## src/rtl/muldiv_seq.sv

```systemverilog
// Iterative RV32M multiply/divide unit sitting beside the ALU in EX.
// Latency: XLEN+1 cycles from accept to doneE; divide-by-zero and signed overflow finish in 1 cycle.
// Backpressure: holds stallE while accepting/iterating; flushE or reset aborts with no doneE.
module muldiv_seq #(
   parameter int XLEN = 32
) (
   input  logic            clk,
   input  logic            rst_n,
   input  logic            startE,
   input  logic [2:0]      funct3E,
   input  logic [XLEN-1:0] srcAE,
   input  logic [XLEN-1:0] srcBE,
   input  logic            flushE,
   output logic            stallE,
   output logic            doneE,
   output logic [XLEN-1:0] resultE
);

   localparam int CW = $clog2(XLEN) + 1;

   localparam logic [1:0] S_IDLE = 2'd0;
   localparam logic [1:0] S_MUL  = 2'd1;
   localparam logic [1:0] S_DIV  = 2'd2;
   localparam logic [1:0] S_DONE = 2'd3;

   logic [1:0]      state;
   logic [CW-1:0]   cnt;
   logic [2:0]      f3;
   logic            neg;
   logic [XLEN-1:0] opb;   // multiplicand or divisor magnitude
   logic [XLEN-1:0] hi;    // product high half / partial remainder
   logic [XLEN-1:0] lo;    // product low half (multiplier) / quotient (dividend)

   logic            a_sgn, b_sgn, sa, sb;
   logic [XLEN-1:0] mag_a, mag_b, sp_res;
   logic            div_zero, div_ovf;
   logic [XLEN:0]   mul_sum, div_sh, div_diff;
   logic            div_ge, last;
   logic [2*XLEN-1:0] prod, prod_s;
   logic [XLEN-1:0] mul_out, div_val, div_out, res;

   // Operand decode at accept: signedness per op, magnitudes and the one-cycle divide cases
   always_comb begin
      a_sgn    = funct3E[2] ? ~funct3E[0] : (funct3E[1:0] == 2'b01 || funct3E[1:0] == 2'b10);
      b_sgn    = funct3E[2] ? ~funct3E[0] : (funct3E[1:0] == 2'b01);
      sa       = a_sgn & srcAE[XLEN-1];
      sb       = b_sgn & srcBE[XLEN-1];
      mag_a    = sa ? -srcAE : srcAE;
      mag_b    = sb ? -srcBE : srcBE;
      div_zero = (srcBE == '0);
      div_ovf  = ~funct3E[0] && (srcAE == {1'b1, {(XLEN-1){1'b0}}}) && (&srcBE);
      if (div_zero)
         sp_res = funct3E[1] ? srcAE : '1;
      else
         sp_res = funct3E[1] ? '0 : srcAE;
   end

   // One shift-add step and one restoring-subtract step, sharing the hi/lo pair
   always_comb begin
      mul_sum  = {1'b0, hi} + (lo[0] ? {1'b0, opb} : {(XLEN+1){1'b0}});
      div_sh   = {hi, lo[XLEN-1]};
      div_diff = div_sh - {1'b0, opb};
      div_ge   = ~div_diff[XLEN];
      last     = (cnt == CW'(XLEN-1));
   end

   // Result formation: sign fix-up on the magnitude result, then half/quotient/remainder select
   always_comb begin
      prod    = {hi, lo};
      prod_s  = neg ? -prod : prod;
      mul_out = (f3[1:0] == 2'b00) ? prod_s[XLEN-1:0] : prod_s[2*XLEN-1:XLEN];
      div_val = f3[1] ? hi : lo;
      div_out = neg ? -div_val : div_val;
      res     = f3[2] ? div_out : mul_out;
   end

   // Outputs are quiet in reset and outside DONE; stall covers the accept cycle too
   always_comb begin
      stallE  = rst_n && ((state == S_IDLE && startE && !flushE) ||
                          state == S_MUL || state == S_DIV);
      doneE   = rst_n && (state == S_DONE) && !flushE;
      resultE = (rst_n && state == S_DONE) ? res : '0;
   end

   // Sequencer: accept, iterate XLEN steps, present result for one cycle; flush aborts anywhere
   always_ff @(posedge clk) begin
      if (!rst_n) begin
         state <= S_IDLE;
         cnt   <= '0;
         f3    <= '0;
         neg   <= 1'b0;
         opb   <= '0;
         hi    <= '0;
         lo    <= '0;
      end else if (flushE) begin
         state <= S_IDLE;
      end else begin
         case (state)
            S_IDLE: begin
               if (startE) begin
                  f3  <= funct3E;
                  cnt <= '0;
                  opb <= mag_b;
                  if (funct3E[2] && (div_zero || div_ovf)) begin
                     hi    <= sp_res;
                     lo    <= sp_res;
                     neg   <= 1'b0;
                     state <= S_DONE;
                  end else begin
                     hi    <= '0;
                     lo    <= mag_a;
                     neg   <= (funct3E[2] && funct3E[1]) ? sa : (sa ^ sb);
                     state <= funct3E[2] ? S_DIV : S_MUL;
                  end
               end
            end
            S_MUL: begin
               hi  <= mul_sum[XLEN:1];
               lo  <= {mul_sum[0], lo[XLEN-1:1]};
               cnt <= cnt + 1'b1;
               if (last) state <= S_DONE;
            end
            S_DIV: begin
               hi  <= div_ge ? div_diff[XLEN-1:0] : div_sh[XLEN-1:0];
               lo  <= {lo[XLEN-2:0], div_ge};
               cnt <= cnt + 1'b1;
               if (last) state <= S_DONE;
            end
            default: begin
               state <= S_IDLE;
            end
         endcase
      end
   end

endmodule

```

## config.mk

```make
export PLATFORM = sky130hd
export DESIGN_NAME = muldiv_seq
export DESIGN_NICKNAME = d
export VERILOG_FILES = /design/src/rtl/muldiv_seq.sv
export SDC_FILE = /design/constraint.sdc
export NUM_CORES = 1
export LEC_CHECK = 0
export ABC_AREA = 0
export BUFFER_PORTS_ARGS = -buffer_cell sky130_fd_sc_hd__buf_2
export CAP_MARGIN = 10
export CORE_AREA = 2 2 154 156
export DETAILED_ROUTE_END_ITERATION = 8
export DIE_AREA = 0 0 156 158
export PLACE_DENSITY_LB_ADDON = 0.25
export SYNTH_ARGS = -nofsm -noshare
export SYNTH_HDL_FRONTEND = slang
export SYNTH_SLANG_ARGS = --single-unit
export TNS_END_PERCENT = 50
```

## constraint.sdc

```tcl
create_clock -name clk -period 8.1 [get_ports clk]
set_clock_uncertainty 0.2 [all_clocks]
set_input_delay 2.43 -clock clk [delete_from_list [all_inputs] [get_ports clk]]
set_output_delay 2.43 -clock clk [all_outputs]
set_load 0.005 [all_outputs]
```

### Yosys cells after proc, flatten, opt, wreduce, memory -nomap -nowiden

Index checks and enable logic that the tools add are counted.

| storage, ports and cells | value |
|---|---|
| flip-flop bits (word level) | 108 |
| word-level logic and storage cells | 86 |

| cells by class | value |
|---|---|
| add/subtract/negate cells | 7 |
| eq/ne operators | 9 |
| multiplexer cells | 30 |
| bitwise gates (word level) | 7 |
| reduce and logical (&&, ||, !) cells | 26 |

Operator list:

| cell | number |
|---|---|
| 2-to-1 mux 32 bit | 16 |
| case mux 32 bit (3 select lines) | 2 |
| negator 32 bit | 3 |
| 2-to-1 mux 64 bit | 1 |
| negator 64 bit | 1 |
| adder 32 x 32 -> 33 bit | 1 |
| subtractor 33 x 32 -> 33 bit | 1 |
| == test 32 bit (second input constant) | 1 |
| zero test 32 bit | 1 |
| AND reduction 32 bit | 1 |
| case mux 6 bit (2 select lines) | 1 |
| logical AND 1 bit | 9 |
| AND reduction 3 bit | 3 |
| 2-to-1 mux 2 bit | 4 |
| adder 6 x 1 -> 6 bit (second input constant) | 1 |
| == test 2 bit (second input constant) | 3 |
| == test 6 x 5 -> 1 bit (second input constant) | 1 |
| 2-to-1 mux 6 bit | 1 |
| == test 2 x 1 -> 1 bit (second input constant) | 2 |
| zero test 2 bit | 2 |
| logical OR 1 bit | 4 |
| 2-to-1 mux 1 bit | 4 |
| NOT 1 bit | 4 |
| case mux 2 bit (2 select lines) | 1 |
| 9 further kinds | 11 |

### Depth between registers and ports, before layout

| depth | value |
|---|---|
| depth in word-level cells | 8 |
| gate-level depth with buffers | 17 |

### Least setup slack after synthesis

OpenSTA, ideal clock, no wires.

| timing | value |
|---|---|
| kind | flip-flop to output port |
| start point | register f3[1] |
| end point | output resultE[26] |
| data arrival time | 4184 ps |
| data required time | 5470 ps |
| setup slack | 1286 ps |
| cell stages (with the launch flop) | 18 |
| cell sequence | dfxtp_1 -> clkbuf_1 -> buf_2 -> buf_2 -> buf_2 -> buf_1 -> clkbuf_1 -> mux2i_1 -> ha_1 -> o21ai_0 -> or2_2 -> or3_1 -> nand2b_1 -> nor2_1 -> o211ai_1 -> nand2_1 -> xnor2_1 -> a221oi_1 |

| on the way | value |
|---|---|
| word-level cells in the longest chain between the ends | 5 |
| elaborated cells between the ends (all ways) | 7 |
| those cells by class | add/sub (1); mux (5); reduce/logical (1) |

Ends and longest elaborated chain:

| item | RTL line | RTL |
|---|---|---|
| start, declared | 28 | `logic [2:0] f3;` |
| start signal, assigned | 101 | `f3 <= funct3E;` |
| 2-to-1 mux 32 bit | 72 | `div_val = f3[1] ? hi : lo;` |
| negator 32 bit | 73 | `div_out = neg ? -div_val : div_val;` |
| 2-to-1 mux 32 bit | 73 |  |
| 2-to-1 mux 32 bit * | 74 | `res = f3[2] ? div_out : mul_out;` |
| 2-to-1 mux 32 bit * | 82 | `resultE = (rst_n && state == S_DONE) ? res : '0;` |
| end, declared | 16 | `output logic [XLEN-1:0] resultE` |

Every way passes the cells marked *; elsewhere a longest branch is shown, timed or not.

### Worst setup path in the final report

| timing | value |
|---|---|
| start point | input rst_n |
| end point | output resultE[23] |

| on the way | value |
|---|---|
| word-level cells in the longest chain between the ends | 2 |

Ends and longest elaborated chain:

| item | RTL line | RTL |
|---|---|---|
| start, declared | 8 | `input logic rst_n,` |
| logical AND 1 bit | 82 |  |
| 2-to-1 mux 32 bit | 82 |  |

Every way passes these cells.

==> results.toml <==
[timing]
min_period_over_period = 0.8549
setup_viol = 0
fin_ws_ns = 1.176
max_freq_mhz = 144.4
fin_crit_ns = 6.925
relSlewSlack = 0.2393
tns_ns = 0
worst_pin_slew_ns = 1.138
hold_viol_final = 0
slew_violations = 0
holdWs_ns = 0.2658
rsz0062_at_grt = "no"

[worst_setup_path]
cp_data_required_time_ns = 5.47
crit_arrival_ns = 4.29
crit_path_start_kind = "input pin"
path_max_fanout = 10
path_class = "in -> out"
setup.worst_path.end_class = "output pin"

[clock_tree]
ctsResizeCount = 0
postCtsSetupBuffers = 0
tritoncts = "yes"
cts_inserted_buffers = 9
clkSinkCount = 108
htreeDepth = 3
path_clk_slew_ns = 0.08
hold_buffers = 0
cts_buffer_depth = 2
clk_latency_ns = 0.38
root_buffer = "clkbuf_16"

[synth]
synth_warnings = 0
postSynthCellCount = 2118
yosysUniqueCellTypes = 76
synth_edf_count = 0
synth_fp_nets = 2267
synth_area_um2 = 14360
synth-seq-cells = 108
yosysSeqAreaShare = 0.1506
syn_avg_cell_area_um2 = 6.779
ys.flop_type = "dfxtp_1"
synthArstFlopShare = 0

[floorplanning]
dieWidth_um = 156
core_region_area_um2 = 23050
start_util = 0.6229
ios = 105
rows = 56
die_area_um2 = 24650
die_h_um = 158

[run]
maxCapViolCount = 0

[grt]
grt_pass1_vias = 14740
grt_util_all_layers = 0.4160
grt_pass1_wl_um = 80900
grt_max_degree = 74
gr-total-overflow = 0
grt_antenna_before_repair = 0

[finish]
fin_util = 0.6546
multi_input_area_um2 = 11310
syn2layout_area_growth_pct = 5.097
instances_no_fill = 2378
nets = 2232
drive_gt1_frac = 0.1011
final-seq-area_um2 = 2165
fillers = 2139
diodes = 0
stdcell_area_um2 = 15090

[place]
pre_cts_ws_ns = 1.310
place_inst = 2362
gp_congestion = 1.009
hpwl_um = 39320
placed_area_um2 = 14790
portBuffers = 104

[detailed_routing]
drc = 0
ant_nets = 0
routedWlPerCell_um = 22.04
wl_um = 52410
vias_per_cell = 6.977
vias = 16590
drtPass1Iterations = 7
drt_iter0_markers = 2119

[pwr]
powerDensity_nw_per_um2 = 147.6
ir_worst_vdd_v = 0.0001282
totalPowerFinal_mw = 2.227
p_leak_nw = 5.701

[min_path]
holdCritPathClass = "reg -> reg"

[run_status]
status = "complete, no violations"
==> synth_stat cells, types with 42 or more instances <==
master / number / area, µm²
nor3_1: 68 / 340.3
dfxtp_1: 108 / 2162
mux2i_1: 42 / 420.4
xnor2_1: 106 / 928.4
a21oi_1: 177 / 885.9
o31ai_1: 45 / 337.8
nand2_1: 233 / 874.6
nor2_1: 234 / 878.3
a211oi_1: 56 / 420.4
clkbuf_1: 148 / 555.5
xor2_1: 78 / 683.2
o21ai_0: 178 / 890.9
ha_1: 76 / 950.9
a221oi_1: 42 / 367.9
inv_1: 60 / 225.2
==> critical path, stage by stage <==
cell	delay (ns)
buf_2	0.09
nand2_1	0.05
buf_4	0.21
nor2_1	0.55
o221ai_1	0.24
a21oi_1	0.23
nor2_1	0.07
o21ai_0	0.24
buf_2	0.17
==> metal layers <==
metal  vias to the layer above  track usage  share of wire
met1                      7619       0.5648           0.40
met4                         0       0.1953          0.050
met3                       198       0.1016           0.13
met5                         -            0              0
li1                       7639            -              -
met2                      1135       0.6193           0.42
==> cells in the final DEF (no fill, tap or decap), types with 7 or more instances in the layout <==
cell / Yosys / final
and2_1: 8 / 8
o21ai_0: 178 / 177
a21oi_1: 177 / 177
or3_1: 24 / 24
o21a_1: 13 / 13
mux2i_1: 42 / 42
a22o_1: 10 / 10
nor2_1: 234 / 231
o211ai_1: 12 / 12
o41ai_1: 11 / 11
o31ai_1: 45 / 45
o22ai_1: 18 / 18
nand2_1: 233 / 233
ha_1: 76 / 73
xor2_1: 78 / 78
a311oi_1: 7 / 7
or4_1: 13 / 13
a21o_1: 24 / 24
a211oi_1: 56 / 56
nand4_1: 21 / 21
a31oi_1: 13 / 13
nor3_1: 68 / 67
or2_2: 14 / 14
nor2b_1: 14 / 14
nor4_1: 14 / 14
inv_1: 60 / 60
o21bai_1: 13 / 13
xnor2_1: 106 / 106
dfxtp_1: 108 / 106
a22oi_1: 21 / 21
maj3_1: 16 / 16
mux2_2: 24 / 24
nand2b_1: 13 / 13
nand3_1: 38 / 38
buf_4: 0 / 27
a221oi_1: 42 / 42
buf_2: 12 / 104
and3_1: 11 / 11
clkbuf_16: 0 / 9
==> power breakdown <==
part	switching [mW]	internal, mW	total (mW)
logic	0.668	0.412	1.08
registers	0.111	0.571	0.683
clock network	0.240	0.223	0.464
==> logic make-up (layout without fill, tap and decap cells) <==
family / count (synthesis) / count (layout) / share of synthesized area
AO/OA/AOI/OAI: 695 / 695 / 0.3100
flip-flops: 108 / 108 / 0.1506
XOR/XNOR: 184 / 184 / 0.1122
AND/OR/NAND/NOR: 732 / 732 / 0.2349
buffers and inverters: 239 / 209 / 0.06405
multiplexers: 66 / 66 / 0.04810
adder cells (fa/ha/maj): 94 / 94 / 0.08017
==> worst paths after layout <==
| kind | startpoint | endpoint | slack, ns | depth (start not counted) |
|---|---|---|---|---|
| setup / recovery | rst_n | resultE[23] | 1.18 | 9 |
| hold / removal | opb[31]$_SDFFE_PN0P_ | opb[31]$_SDFFE_PN0P_ | 0.27 | 2 |
| setup reg to reg | hi[6]$_SDFFE_PN0P_ | hi[11]$_SDFFE_PN0P_ | 3.38 | 12 |
| hold reg to reg | opb[31]$_SDFFE_PN0P_ | opb[31]$_SDFFE_PN0P_ | 0.27 | 2 |
==> cell type report <==
type | count | share of cell area
multi-input combinational | 1771 | 0.7494
tap | 290 | 0.02404
sequential | 108 | 0.1434
inverter | 62 | 0.01542
timing repair buffer | 131 | 0.04792
clock inverter | 6 | 0.003897
clock buffer | 10 | 0.01584
==> sequential cells by signal (all words and copies together) (netlist names) <==
| name | count |
|---|---|
| f3 | 3 |
| state | 2 |
| neg | 1 |
| lo | 32 |
| opb | 32 |
| cnt | 6 |
| hi | 32 |
Note: power is estimated with default switching activity, not from simulation.
